## config.mk

```make
export PLATFORM = sky130hd
export DESIGN_NAME = alu_uart_sequencer_flat
export DESIGN_NICKNAME = d
export VERILOG_FILES = /design/src/rtl/alu_uart_sequencer_if.sv /design/src/rtl/alu_uart_sequencer.sv /design/src/flat_wrapper.sv
export SDC_FILE = /design/constraint.sdc
export NUM_CORES = 1
export LEC_CHECK = 0
export ABC_AREA = 1
export BUFFER_PORTS_ARGS = -buffer_cell sky130_fd_sc_hd__buf_2
export CAP_MARGIN = 15
export CORE_MARGIN = 2
export CORE_UTILIZATION = 54
export DETAILED_ROUTE_END_ITERATION = 16
export HOLD_SLACK_MARGIN = 0.12
export PLACE_DENSITY = 0.9
export SLEW_MARGIN = 15
export SYNTH_ARGS = -nofsm -noshare
export SYNTH_HDL_FRONTEND = slang
export SYNTH_SLANG_ARGS = --single-unit
```

## constraint.sdc

```tcl
create_clock -name clk -period 2.3 [get_ports clk]
set_clock_uncertainty 0.15 [all_clocks]
set_input_delay 0.115 -clock clk [delete_from_list [all_inputs] [get_ports clk]]
set_output_delay 0.115 -clock clk [all_outputs]
set_load 0.02 [all_outputs]
```

## src/rtl/alu_uart_sequencer_if.sv

```systemverilog
// Byte/ALU/transmit signal bundle for alu_uart_sequencer.
// slave is the sequencer side, master the UART/ALU side.
interface alu_uart_sequencer_if #(
  parameter int NB_DATA = 8,
  parameter int NB_OP   = 6
);
  logic [NB_DATA-1:0] i_rx_data;
  logic               i_rx_done;
  logic               i_tx_done;
  logic [NB_DATA-1:0] i_result;
  logic [NB_DATA-1:0] o_data_a;
  logic [NB_DATA-1:0] o_data_b;
  logic [NB_OP-1:0]   o_op;
  logic               o_valid;
  logic               o_tx_start;
  logic [NB_DATA-1:0] o_tx_data;
  logic               o_busy;
  logic               o_timeout;
  logic               o_overrun;

  modport slave (
    input  i_rx_data, i_rx_done, i_tx_done, i_result,
    output o_data_a, o_data_b, o_op, o_valid,
    output o_tx_start, o_tx_data, o_busy,
    output o_timeout, o_overrun
  );

  modport master (
    output i_rx_data, i_rx_done, i_tx_done, i_result,
    input  o_data_a, o_data_b, o_op, o_valid,
    input  o_tx_start, o_tx_data, o_busy,
    input  o_timeout, o_overrun
  );
endinterface

```

## src/rtl/alu_uart_sequencer.sv

```systemverilog
// Collects A, B, OP bytes from a UART receiver, fires the ALU,
// and sends the result byte back through the UART transmitter.
module alu_uart_sequencer #(
  parameter int NB_DATA     = 8,
  parameter int NB_OP       = 6,
  parameter int TIMEOUT_CYC = 250_000
) (
  input logic                 clk,
  input logic                 i_rst,
  alu_uart_sequencer_if.slave bus
);

  localparam int NB_CNT =
    (TIMEOUT_CYC > 1) ? $clog2(TIMEOUT_CYC) : 1;
  localparam logic [NB_CNT-1:0] CNT_TERM =
    NB_CNT'(TIMEOUT_CYC - 1);

  typedef enum logic [2:0] {
    IDLE,
    GET_B,
    GET_OP,
    EXEC,
    SEND,
    WAIT_TX
  } state_t;

  state_t              r_state;
  state_t              w_state_nxt;
  logic [NB_CNT-1:0]   r_cnt;
  logic [NB_DATA-1:0]  r_data_a;
  logic [NB_DATA-1:0]  r_data_b;
  logic [NB_OP-1:0]    r_op;
  logic                r_valid;
  logic                r_tx_start;
  logic [NB_DATA-1:0]  r_tx_data;
  logic                r_busy;
  logic                r_timeout;
  logic                r_overrun;

  logic w_ld_a;
  logic w_ld_b;
  logic w_ld_op;
  logic w_abort;
  logic w_cnt_inc;
  logic w_ovr;
  logic w_exec;
  logic w_term;

  assign w_term = (r_cnt == CNT_TERM);
  assign w_exec = (r_state == EXEC);

  // State register; reset drops any frame in flight.
  always_ff @(posedge clk or posedge i_rst) begin
    if (i_rst) begin
      r_state <= IDLE;
    end else begin
      r_state <= w_state_nxt;
    end
  end

  // Next state and per-cycle control strobes.
  always_comb begin
    w_state_nxt = r_state;
    w_ld_a      = 1'b0;
    w_ld_b      = 1'b0;
    w_ld_op     = 1'b0;
    w_abort     = 1'b0;
    w_cnt_inc   = 1'b0;
    w_ovr       = 1'b0;
    unique case (r_state)
      IDLE: begin
        if (bus.i_rx_done) begin
          w_ld_a      = 1'b1;
          w_state_nxt = GET_B;
        end
      end
      GET_B: begin
        if (bus.i_rx_done) begin
          w_ld_b      = 1'b1;
          w_state_nxt = GET_OP;
        end else if (w_term) begin
          w_abort     = 1'b1;
          w_state_nxt = IDLE;
        end else begin
          w_cnt_inc   = 1'b1;
        end
      end
      GET_OP: begin
        if (bus.i_rx_done) begin
          w_ld_op     = 1'b1;
          w_state_nxt = EXEC;
        end else if (w_term) begin
          w_abort     = 1'b1;
          w_state_nxt = IDLE;
        end else begin
          w_cnt_inc   = 1'b1;
        end
      end
      EXEC: begin
        w_ovr       = bus.i_rx_done;
        w_state_nxt = SEND;
      end
      SEND: begin
        w_ovr       = bus.i_rx_done;
        w_state_nxt = WAIT_TX;
      end
      WAIT_TX: begin
        w_ovr = bus.i_rx_done;
        if (bus.i_tx_done) begin
          w_state_nxt = IDLE;
        end
      end
      default: begin
        w_state_nxt = IDLE;
      end
    endcase
  end

  // Inter-byte counter: runs only while waiting for B or OP.
  always_ff @(posedge clk or posedge i_rst) begin
    if (i_rst) begin
      r_cnt <= '0;
    end else if (w_cnt_inc) begin
      r_cnt <= r_cnt + NB_CNT'(1);
    end else begin
      r_cnt <= '0;
    end
  end

  // Operand/opcode registers, cleared when a frame times out.
  always_ff @(posedge clk or posedge i_rst) begin
    if (i_rst) begin
      r_data_a <= '0;
      r_data_b <= '0;
      r_op     <= '0;
    end else if (w_abort) begin
      r_data_a <= '0;
      r_data_b <= '0;
      r_op     <= '0;
    end else begin
      if (w_ld_a) r_data_a <= bus.i_rx_data;
      if (w_ld_b) r_data_b <= bus.i_rx_data;
      if (w_ld_op) r_op <= bus.i_rx_data[NB_OP-1:0];
    end
  end

  // Result capture, pulses and registered busy decode.
  always_ff @(posedge clk or posedge i_rst) begin
    if (i_rst) begin
      r_valid    <= 1'b0;
      r_tx_start <= 1'b0;
      r_tx_data  <= '0;
      r_busy     <= 1'b0;
      r_timeout  <= 1'b0;
      r_overrun  <= 1'b0;
    end else begin
      r_valid    <= w_ld_op;
      r_tx_start <= w_exec;
      r_busy     <= (w_state_nxt != IDLE);
      r_timeout  <= w_abort;
      r_overrun  <= w_ovr;
      if (w_exec) r_tx_data <= bus.i_result;
    end
  end

  assign bus.o_data_a   = r_data_a;
  assign bus.o_data_b   = r_data_b;
  assign bus.o_op       = r_op;
  assign bus.o_valid    = r_valid;
  assign bus.o_tx_start = r_tx_start;
  assign bus.o_tx_data  = r_tx_data;
  assign bus.o_busy     = r_busy;
  assign bus.o_timeout  = r_timeout;
  assign bus.o_overrun  = r_overrun;

endmodule

```

## src/flat_wrapper.sv

```systemverilog
// flat-port wrapper written by rule: the top's interface ports become plain ports
module alu_uart_sequencer_flat 
#(
  parameter int NB_DATA     = 8,
  parameter int NB_OP       = 6,
  parameter int TIMEOUT_CYC = 250_000
)
  (clk, i_rst, bus_i_rx_data, bus_i_rx_done, bus_i_tx_done, bus_i_result, bus_o_data_a, bus_o_data_b, bus_o_op, bus_o_valid, bus_o_tx_start, bus_o_tx_data, bus_o_busy, bus_o_timeout, bus_o_overrun);
  alu_uart_sequencer_if #(.NB_DATA(NB_DATA), .NB_OP(NB_OP)) bus_i ();
  input logic clk;
  input logic i_rst;
  input wire logic [$bits(bus_i.i_rx_data)-1:0] bus_i_rx_data;
  input wire logic [$bits(bus_i.i_rx_done)-1:0] bus_i_rx_done;
  input wire logic [$bits(bus_i.i_tx_done)-1:0] bus_i_tx_done;
  input wire logic [$bits(bus_i.i_result)-1:0] bus_i_result;
  output wire logic [$bits(bus_i.o_data_a)-1:0] bus_o_data_a;
  output wire logic [$bits(bus_i.o_data_b)-1:0] bus_o_data_b;
  output wire logic [$bits(bus_i.o_op)-1:0] bus_o_op;
  output wire logic [$bits(bus_i.o_valid)-1:0] bus_o_valid;
  output wire logic [$bits(bus_i.o_tx_start)-1:0] bus_o_tx_start;
  output wire logic [$bits(bus_i.o_tx_data)-1:0] bus_o_tx_data;
  output wire logic [$bits(bus_i.o_busy)-1:0] bus_o_busy;
  output wire logic [$bits(bus_i.o_timeout)-1:0] bus_o_timeout;
  output wire logic [$bits(bus_i.o_overrun)-1:0] bus_o_overrun;
  assign bus_i.i_rx_data = bus_i_rx_data;
  assign bus_i.i_rx_done = bus_i_rx_done;
  assign bus_i.i_tx_done = bus_i_tx_done;
  assign bus_i.i_result = bus_i_result;
  assign bus_o_data_a = bus_i.o_data_a;
  assign bus_o_data_b = bus_i.o_data_b;
  assign bus_o_op = bus_i.o_op;
  assign bus_o_valid = bus_i.o_valid;
  assign bus_o_tx_start = bus_i.o_tx_start;
  assign bus_o_tx_data = bus_i.o_tx_data;
  assign bus_o_busy = bus_i.o_busy;
  assign bus_o_timeout = bus_i.o_timeout;
  assign bus_o_overrun = bus_i.o_overrun;
  alu_uart_sequencer #(.NB_DATA(NB_DATA), .NB_OP(NB_OP), .TIMEOUT_CYC(TIMEOUT_CYC)) u_core (.clk(clk), .i_rst(i_rst), .bus(bus_i));
endmodule
```

Word-level counts from Yosys, hierarchy flattened --
Cells that the tools add are included.
Word-level totals: latch bits 0, RAM bits 0, bits in read-only memories 0, flip-flop bits (word level) 56, word-level logic and storage cells 49, memories kept 0
Cells by class: multiply operators 0, bitwise operators 0, reductions and logical operators 7, div/mod/pow operators 0, magnitude comparators 0, mux-type cells 24, $add $sub $neg 1, shift-type cells 0, equality and inequality tests 6
Operators by type and width (number):
- $mux 8 | 4
- $add 18x1->18 const B | 1
- $eq 18x18->1 const B | 1
- $mux 18 | 1
- $pmux 3 s6 | 1
- $mux 3 | 5
- $mux 6 | 2
- $mux 1 | 11
- $eq 3x2->1 const B | 2
- $eq 3x3->1 const B | 2
- $reduce_bool 2->1 | 3
- $eq 3x1->1 const B | 1
- $logic_not 3->1 | 1
- $reduce_bool 3->1 | 1
- $reduce_or 3->1 | 1
- $reduce_or 2->1 | 1

Logic depth before layout (Yosys ltp) --
Gate-level depths: netlist (run 1).
depth in word-level cells 5, gate-level depth with buffers 10, mapped depth without buffers 9

Worst setup path before layout (run 1) --
No wires, ideal clock.
path kind reg-to-reg, start register u_core.r_cnt[0], end register u_core.r_op[0], in the netlist u_core.bus.o_op[0], buffers on the path 1, clock period less this slack 1.655 ns, path slack 0.645 ns, required time 2.033 ns, cell stages (with the launch flop) 10, data arrival time 1.388 ns, cells stage by stage dfrtp_1 ha_1 nand3_1 nor2_1 nand3_2 nor2_2 buf_6 nor2_1 nand2_1 nand2_1
Between the ends: cells in the longest elaborated chain, start to end 5, elaborated cells between the ends (all ways) 6
Ends and longest elaborated chain:
- start, declared | line alu_uart_sequencer.sv:29 | logic [NB_CNT-1:0] r_cnt;
- start signal, assigned | line alu_uart_sequencer.sv:124 | r_cnt <= r_cnt + NB_CNT'(1);
- $eq 18x18->1 * | line alu_uart_sequencer.sv:49 | assign w_term = (r_cnt == CNT_TERM);
- $mux 1 * | line alu_uart_sequencer.sv:81, alu_uart_sequencer.sv:92
- $mux 1 * | line alu_uart_sequencer.sv:78 | if (bus.i_rx_done) begin
- $mux 1 *
- $mux 6 or $reduce_bool 2->1 (tied branches)
- end signal, assigned | line alu_uart_sequencer.sv:143 | if (w_ld_op) r_op <= bus.i_rx_data[NB_OP-1:0];
- end, declared | line alu_uart_sequencer.sv:32 | logic [NB_OP-1:0] r_op;
Every way passes the cells marked *; elsewhere a longest branch is shown, timed or not. A chain may end at the register's enable or synchronous reset.

Worst setup path in the final report (run 1) --
start register u_core.r_cnt[0], end register u_core.r_data_b[5], in the netlist u_core.bus.o_data_b[5]
Between the ends: cells in the longest elaborated chain, start to end 5, elaborated cells between the ends (all ways) 6
Ends and longest elaborated chain:
- $eq 18x18->1 * | line alu_uart_sequencer.sv:49
- $mux 1 * | line alu_uart_sequencer.sv:81, alu_uart_sequencer.sv:92
- $mux 1 * | line alu_uart_sequencer.sv:78
- $mux 1 *
- $mux 8 or $reduce_bool 2->1 (tied branches)
- end signal, assigned | line alu_uart_sequencer.sv:142 | if (w_ld_b) r_data_b <= bus.i_rx_data;
- end, declared | line alu_uart_sequencer.sv:31 | logic [NB_DATA-1:0] r_data_b;
Marks and branches as above.

==> results by stage, run 1 <==
Status:
- The run finished with clean final reports.

Run:
- The number of violations of the max-capacitance limit is 0.

Clocking:
- The maximum root-to-sink buffer count is 2.
- The clock tree from TritonCTS is yes.
- The clock latency at the later pin of the worst-skew pair is approximately 0.32 ns.
- The number of H-tree levels is 2.
- The number of clock buffers added by TritonCTS is 5.
- The clock net sink count is 56.
- The buffer type at the clock tree root is sky130_fd_sc_hd__clkbuf_8.
- Clock-pin slew was measured on the worst setup and hold paths at 0.10 ns.
- The number of buffers added for setup after CTS is 0.

Timing:
- The count of final max-slew check failures is 0.
- The final number of hold-violating endpoints came to 0.
- Setup repair after global routing left no endpoint under its margin.
- The minimum clock period after layout is 1.93 ns.
- Static timing analysis puts the maximum clock frequency at 519 MHz.
- The final setup violation count is 0.
- The total negative slack for setup checks is 0 ns.
- The worst pin sits at a relative slew slack of 72.5%.
- After layout, the worst setup slack is 0.374 ns.
- The fraction of the cycle the final worst path needs is 83.8%.
- For the pin with the worst max-slew slack, the measured transition is 0.409 ns.

Routing:
- The initial DRC count is 130.
- In this run the remaining antenna-violating nets after routing total 0.
- The routed design has 5.91 mm of wire.
- After detailed routing, the average wire length per cell comes to 13.2 um.
- The pre-antenna-repair detailed-routing pass consisted of 4 iterations.
- The routed layout has 2269 vias.
- After detailed routing, the number of vias per cell comes to 5.05.
- The count of unresolved DRC violations after routing is 0.

Final layout:
- The number of diodes added for antenna fixing is 0.
- The share of cells above drive strength 1 is 20.4%.
- From synthesis to final layout, the design area changed by 25.7%.
- After routing the design area is around 3200 um2.
- The count of cells in the finished layout, fillers not included, comes to 449.
- In the final design database the tool counted 417 nets.

Global route:
- Global routing finished with a remaining overflow of 0.
- In the global route stage, overall resource usage came out at 24.8%.
- The number of global-route vias before repair is approximately 2.3k.
- The initial antenna violation count is 0.
- The global-route wire length before repair is 10.0 mm.
- The largest net degree at the start of global routing is 26.

Setup path:
- The number of cells on the worst reg-to-reg path is 8.
- Traced cell by cell, the critical path runs through ha_1 -> nand3_1 -> nor2_1 -> nand3_2 -> nor2_4 -> nor2_1 -> nand2_1 -> nand2_1.
- STA puts the critical path data arrival time at between 1.5 and 2 ns.
- The startpoint identified for the worst register-to-register timing path is u_core.r_cnt[0]$_DFF_PP0_.
- The minimum setup slack among reg-to-reg paths is roughly 0.37 ns.
- The slowest cell on the critical path is sky130_fd_sc_hd__dfrtp_1.
- The first element of the critical path is u_core.r_cnt[0]$_DFF_PP0_.
- The critical path in this run is classified as register to register.
- The data required time of the critical path is 2.36 ns.
- In this run the critical register-to-register path is captured at u_core.bus.o_data_b[5]$_DFFE_PP0P_.
- The kind of cell adding the most delay to the critical path is simple AND/OR/NAND/NOR gates.
- The delay of the slowest critical-path stage is 0.44 ns.
- The largest driver fanout on the critical path is 11.
- The endpoint type of the worst setup path is a register.
- The critical path launch point type is a register.
- The number of buffers and inverters on the critical path is 0.

Placed design:
- The final RePlAce weighted congestion is around 0.94.
- The number of placed instances, taps included, is 422.
- Prior to clock tree synthesis, the placed netlist has a worst setup slack of ~0.21 ns.
- The total placed instance area is 2880 um2.
- Buffers placed on the I/O ports in this run total 54.
- The post-DP HPWL is 3.97 mm.

Synthesis:
- The share of synthesized area in the top cell type comes to 55.4%.
- By area the synthesized netlist is led by sky130_fd_sc_hd__dfrtp_1 (55%), sky130_fd_sc_hd__nand2_1 (19%), sky130_fd_sc_hd__nor2_1 (6.5%), sky130_fd_sc_hd__inv_1 (4.0%), sky130_fd_sc_hd__nand3_1 (2.6%).
- The post-synthesis instance area is approximately 2500 um2.
- After technology mapping, the gate count stands at 315.
- During synthesis, Yosys emitted a total of 0 warnings.
- The share of the yosys chip area belonging to registers is approximately 55%.
- In this run, distinct cell masters in the synthesized netlist total 23.
- A synthesized cell averages 8.04 um2.
- Counting flops and latches in the post-synthesis netlist gives 56.
- Counting every net in the synthesized netlist gives 336.
- The largest total area in the synthesized netlist belongs to sky130_fd_sc_hd__dfrtp_1.

Floorplanning:
- In this run the count of I/O pins placed on the die edge is 55.
- The starting density of the core is between 50% and 60%.
- The vertical extent of the die is around 72 um.
- In this run the horizontal extent of the chip is between 70 and 80 um.
- The die covers approximately 5300 um2.
- After floorplanning, the core was divided into 24 placement rows.
- The core area is 4440 um2.

Pwr:
- The standby leakage power is 1.67 nW.
- VDD sags by at most approximately 0.75 mV.
- Overall power consumption after layout is estimated at 0.00341 W.
- The cell area power density is 1070 nW/um2.

Min path:
- The class of the tightest hold or removal check is input pin to async pin.
## sequential cells by signal, summed over array words and instances (netlist names)
| signal | cells |
|---|---|
| u_core.bus.o_op | 6 |
| u_core.bus.o_timeout | 1 |
| u_core.r_cnt | 18 |
| u_core.r_state | 3 |
| u_core.bus.o_busy | 1 |
| u_core.bus.o_data_a | 8 |
| u_core.bus.o_tx_data | 8 |
| u_core.bus.o_valid | 1 |
| u_core.bus.o_data_b | 8 |
| u_core.bus.o_overrun | 1 |
| u_core.bus.o_tx_start | 1 |
## layout by cell type (no fill, tap or decap)
master and instances:
sky130_fd_sc_hd__xor2_1 7, sky130_fd_sc_hd__nor2_1 44, sky130_fd_sc_hd__buf_4 4, sky130_fd_sc_hd__xnor2_1 1, sky130_fd_sc_hd__nor3b_1 2, sky130_fd_sc_hd__inv_2 6, sky130_fd_sc_hd__nand4_1 6, sky130_fd_sc_hd__nand3_1 13
sky130_fd_sc_hd__clkinv_1 1, sky130_fd_sc_hd__ha_1 1, sky130_fd_sc_hd__a21oi_1 4, sky130_fd_sc_hd__nor3_2 2, sky130_fd_sc_hd__dfrtp_1 56, sky130_fd_sc_hd__inv_1 26, sky130_fd_sc_hd__clkbuf_8 5, sky130_fd_sc_hd__nand2_2 1
sky130_fd_sc_hd__nor2_2 4, sky130_fd_sc_hd__buf_2 54, sky130_fd_sc_hd__nor2_4 2, sky130_fd_sc_hd__o21ai_0 1, sky130_fd_sc_hd__nand2_1 125, sky130_fd_sc_hd__nor3_1 8, sky130_fd_sc_hd__nand3_2 1, sky130_fd_sc_hd__dlygate4sd3_1 19
sky130_fd_sc_hd__bufinv_16 1, sky130_fd_sc_hd__clkbuf_1 1, sky130_fd_sc_hd__nor4_1 1, sky130_fd_sc_hd__inv_6 1
## per-stage QoR
step                hold WS (ns)  util (%)
detailed placement       -0.0767      64.7
floorplan                 0.0817         -
CTS                        0.130      71.5
global route               0.161      71.6
global placement         -0.0874      64.7
finish                     0.124      71.6
## worst register-to-register path, stage by stage (launching register included)
cell and delay, ns:
sky130_fd_sc_hd__dfrtp_1 0.44, sky130_fd_sc_hd__ha_1 0.21, sky130_fd_sc_hd__nand3_1 0.10, sky130_fd_sc_hd__nor2_1 0.14, sky130_fd_sc_hd__nand3_2 0.16, sky130_fd_sc_hd__nor2_4 0.31, sky130_fd_sc_hd__nor2_1 0.16, sky130_fd_sc_hd__nand2_1 0.09
sky130_fd_sc_hd__nand2_1 0.05
## what timing repair did
item,in CTS,in global routing
setup endpoints to repair,0,2
resized for setup,0,1
endpoints found under the hold margin,93,0
hold buffers,19,0
## cells in the mapped netlist, drive strengths merged
library cell	instances
clkinv	1
ha	1
a21oi	4
nor4	1
dfrtp	56
nand3	14
xor2	7
nand2	126
xnor2	1
o21ai	1
nor3	10
inv	32
nor2	50
nor3b	2
buf	3
nand4	6
## cell families after synthesis
group	after synthesis	share of synthesized area (%)
AO/OA/AOI/OAI	5	0.988
XOR/XNOR	8	2.77
adder cells (fa/ha/maj)	1	0.494
buffers and inverters	36	5.73
flip-flops	56	55.4
AND/OR/NAND/NOR	209	34.7
## metal layers
metal	vias to the layer above	global-route usage (%)	share of wire, %
li1	1127	-	-
met5	-	0	0
met3	21	6.25	4.8
met1	1042	30.1	41
met4	0	11.7	3.8
met2	79	41.5	50
## layout make-up
class                      instances  area (um2)
fill                             336        1260
sequential                        56        1400
inverter                          33         124
clock buffer                       6        72.6
multi-input combinational        223         990
tap                               52        65.1
clock inverter                     2        38.8
timing repair buffer              77         490
## how the worst max path moves through the flow
stage	to	slack, ns	cells past startpoint
6_report	u_core.bus.o_data_b[5]$_DFFE_PP0P_	0.37	8
4_1_cts	u_core.bus.o_data_b[5]$_DFFE_PP0P_	0.19	8
3_5_place_dp	u_core.bus.o_data_b[5]$_DFFE_PP0P_	0.21	8
2_1_floorplan	u_core.bus.o_op[0]$_DFFE_PP0P_	0.64	9
5_1_grt	u_core.bus.o_data_a[0]$_DFFE_PP0P_	0.21	8
3_3_place_gp	u_core.bus.o_op[5]$_DFFE_PP0P_	0.30	8
## report_power, final
group | switching, W | internal, W
logic | 0.000877 | 0.000410
clock network | 0.000329 | 0.000330
registers | 0.000177 | 0.00129
total | 0.00138 | 0.00203
Power figures use the tool's default switching activity.
==> inputs of run 2 (changes only) <==
- CORE_UTILIZATION: 54 -> 48
- PLACE_DENSITY: 0.9 -> 0.86
- clock period: 2.3 -> 1.6 ns (I/O delays scaled with it)
==> results by stage, run 2 (synthesis results as in run 1) <==
Pwr:
- The total chip power is 0.00512 W (+50%).
- The net switching share of the total power is 41.5% (+0.94 points).
- The cell area power density is 1380 nW/um2 (+29%).
- The relative contribution of combinational cells to total power is 43.7% (+5.9 points).
- The part of the power in the clock network came to 15.0% (-4.3 points).
- The power spent charging and discharging nets was 0.00212 W (+54%).
- The internal power contribution came to 0.00299 W (+48%).
- The share of power burned in registers was 41.3% (-1.6 points).
- The maximum resistive drop on vdd is 1.19 mV (+58%).
- The standby leakage power is 1.88 nW (+13%).

Status:
- The final reports fail on negative setup slack.
- The flow ran to the end, but the final reports show violations.

Final layout:
- From synthesis to final layout, the design area changed by 46.1%.
- The number of flip-flops in the largest register is 18 (unchanged).
- The largest register by flop count is u_core.r_cnt.
- The final cell utilization of the core is 72.4% (+0.82 points).
- The most common cell after layout, fill and taps aside is sky130_fd_sc_hd__nand2_1.
- The library cells used most frequently in the layout, excluding fill and tap cells, are sky130_fd_sc_hd__nand2_1 (118), sky130_fd_sc_hd__dfrtp_1 (56), sky130_fd_sc_hd__buf_2 (54), sky130_fd_sc_hd__buf_4 (28), sky130_fd_sc_hd__nor2_1 (26).
- The share of cells above drive strength 1 was 35.0% (+15 points).
- The number of diodes added for antenna fixing is 0 (unchanged).
- The net count of the finished layout is 448 (+7.4%).

Global route:
- The global route total overflow was 0 (unchanged).
- The largest net degree at the start of global routing is 57 (+120%).
- The overall track demand over capacity in global routing is 22.7% (-2.1 points).
- The number of global-route vias before repair is 2396 (+3.6%).
- The initial antenna violation count is 0 (unchanged).
- The global-route wire length before repair is 10.6 mm (+5.3%).

Routing:
- The first-pass iteration count of the detailed router is 5 (+1).
- The mean routed wirelength per cell is 14.8 um (+13%).
- The total detailed-routing wirelength is 7.38 mm (+25%).
- The final antenna-violating net count is 0 (unchanged).
- The detail-routed via count per cell is 5.14 (+1.8%).
- The count of unresolved DRC violations after routing is 0 (unchanged).
- The vias after detailed routing was 2562 (+13%).
- The initial DRC count came to 188 (+45%).

Clocking:
- The clock latency at the later pin of the worst-skew pair is 0.31 ns (about the same).
- The maximum root-to-sink buffer count is 2 (unchanged).
- The clock net sink count is 56 (unchanged).
- The number of H-tree levels came to 2 (unchanged).
- The buffer type at the clock tree root is sky130_fd_sc_hd__clkbuf_8.
- The total clock buffers created by CTS is 5 (unchanged).
- The clock input transition at the sequential cells of the worst setup and hold paths is 0.10 ns (about the same).
- The clock tree from TritonCTS is yes.

Timing:
- The total negative slack for setup checks is -1.55 ns (-1.55 ns).
- The fraction of the cycle the final worst path needs came to 105% (+21 points).
- The final setup violation count is 41 (+41).
- The count of final max-slew check failures is 0 (unchanged).
- The hold slack is 0.222 ns (+0.0980 ns).
- The minimum clock period after layout came to 1.68 ns (-0.245 ns).
- The fmax is 595 MHz (+15%).
- The transition time at the pin with the least slew margin is 0.473 ns (+0.0640 ns).
- Setup repair after global routing could not meet its margin everywhere.
- The final number of hold-violating endpoints is 0 (unchanged).
- The remaining max-slew budget at the tightest pin is 68.2% (-4.3 points).
- The least setup slack across all paths after layout came to -0.0810 ns (-0.455 ns).

Floorplanning:
- The full die area is 5870 um2 (+12%).
- The core area is 5110 um2 (+15%).
- The die outline width is 76.6 um (+5.7%).
- The number of placement rows is 26 (+8.3%).
- The number of primary I/O pins is 55 (unchanged).
- The vertical extent of the die is 76.6 um (+5.7%).
- The starting density of the core was 49.6% (-7.4 points).

Placed design:
- The final RePlAce weighted congestion is 0.851 (-9.3%).
- The post-DP HPWL came to 4.04 mm (+1.7%).
- The placement-stage worst setup slack is -0.124 ns (-0.337 ns).
- The port buffer count is 54 (unchanged).

Setup path:
- STA classifies the critical path endpoint as a register.
- The launch instance of the worst register-to-register path is u_core.r_cnt[10]$_DFF_PP0_.
- The critical path class is register to register.
- The number of cells on the worst reg-to-reg path was 9 (+1).
- The data required time of the critical path is 1.65 ns (-0.71 ns).
- The worst reg2reg path endpoint is u_core.bus.o_data_b[2]$_DFFE_PP0P_.
- The critical path launch point type is a register.
- The largest driver fanout on the critical path is 11 (unchanged).
- The data arrival time at the worst-slack endpoint was 1.73 ns (-0.25 ns).
- The minimum setup slack among reg-to-reg paths was -0.08 ns (-0.45 ns).

Run:
- The number of violations of the max-capacitance limit is 0 (unchanged).

Min path:
- In this run the worst hold path is classified as input pin to async pin.
-- run 2: changes by cell type in the layout (fill, tap and decap cells not counted), moves of 3 or more --
cell                      before  now
sky130_fd_sc_hd__buf_4         4   28
sky130_fd_sc_hd__nor2_1       44   26
sky130_fd_sc_hd__nor2_2        4   16
sky130_fd_sc_hd__nand2_1     125  118
sky130_fd_sc_hd__nor2_4        2    8
sky130_fd_sc_hd__nand2_2       1    6
sky130_fd_sc_hd__nand3_1      13    9
sky130_fd_sc_hd__buf_12        0    3
sky130_fd_sc_hd__inv_1        26   23
sky130_fd_sc_hd__nand3_4       0    3
sky130_fd_sc_hd__nor3_1        8    5
-- run 2: cell type report --
type / count / area [um2]
Sequential cell: 56 / 1400
Fill cell: 349 / 1410
Tap cell: 70 / 87.6
Clock buffer: 6 / 72.6
Multi-Input combinational cell: 223 / 1190
Timing Repair Buffer: 108 / 806
Clock inverter: 2 / 16.3
Inverter: 33 / 128
-- run 2: how the worst max path moves through the flow --
stage / startpoint / end / depth (start not counted)
2_1_floorplan: u_core.r_cnt[0]$_DFF_PP0_ / u_core.bus.o_op[0]$_DFFE_PP0P_ / 9
3_3_place_gp: u_core.r_cnt[0]$_DFF_PP0_ / u_core.bus.o_data_b[1]$_DFFE_PP0P_ / 8
3_5_place_dp: u_core.r_cnt[1]$_DFF_PP0_ / u_core.bus.o_data_b[3]$_DFFE_PP0P_ / 8
4_1_cts: u_core.r_cnt[1]$_DFF_PP0_ / u_core.bus.o_data_b[0]$_DFFE_PP0P_ / 9
5_1_grt: u_core.r_state[2]$_DFF_PP0_ / u_core.r_cnt[3]$_DFF_PP0_ / 8
6_report: u_core.r_cnt[10]$_DFF_PP0_ / u_core.bus.o_data_b[2]$_DFFE_PP0P_ / 9
-- run 2: metal layers --
metal  global-route usage (%)  share of wire (%)  wire (um)
met5                        0                  0          0
met2                     40.4                 52       3800
met3                     4.27                5.9        432
met1                     26.5                 39       2880
met4                     10.4                3.5        258
-- run 2: worst max-delay path, cell delays in order (launching register included) --
cell and delay [ns]:
sky130_fd_sc_hd__dfrtp_1 0.41, sky130_fd_sc_hd__nor2_2 0.18, sky130_fd_sc_hd__nand2_2 0.11, sky130_fd_sc_hd__nor2_4 0.16, sky130_fd_sc_hd__nand3_4 0.10, sky130_fd_sc_hd__nor2_4 0.12
sky130_fd_sc_hd__buf_12 0.15, sky130_fd_sc_hd__nor2_1 0.07, sky130_fd_sc_hd__nand2_1 0.06, sky130_fd_sc_hd__nand2_1 0.07
-- run 2: repair_timing --
item	4_1_cts	5_1_grt
resized for setup	10	44
pin swaps	2	11
setup endpoints to repair	41	42
hold endpoints to repair	93	0
setup buffers	4	6
cloned	1	1
hold buffers	19	0
-- run 2: stage by stage --
step	cells	cell area [um2]
2_1_floorplan	315	2550
3_3_place_gp	459	3080
3_5_place_dp	459	3080
4_1_cts	491	3460
5_1_grt	498	3700
6_report	498	3700
-- run 2: power by group through the flow --
stage               Clock, W  Combinational [W]  Sequential [W]
finish              0.000769            0.00223         0.00211
global route        0.000855            0.00243         0.00216
CTS                 0.000779            0.00202         0.00208
detailed placement         0            0.00189         0.00211
global placement           0            0.00184         0.00210
floorplan                  0           0.000680         0.00259
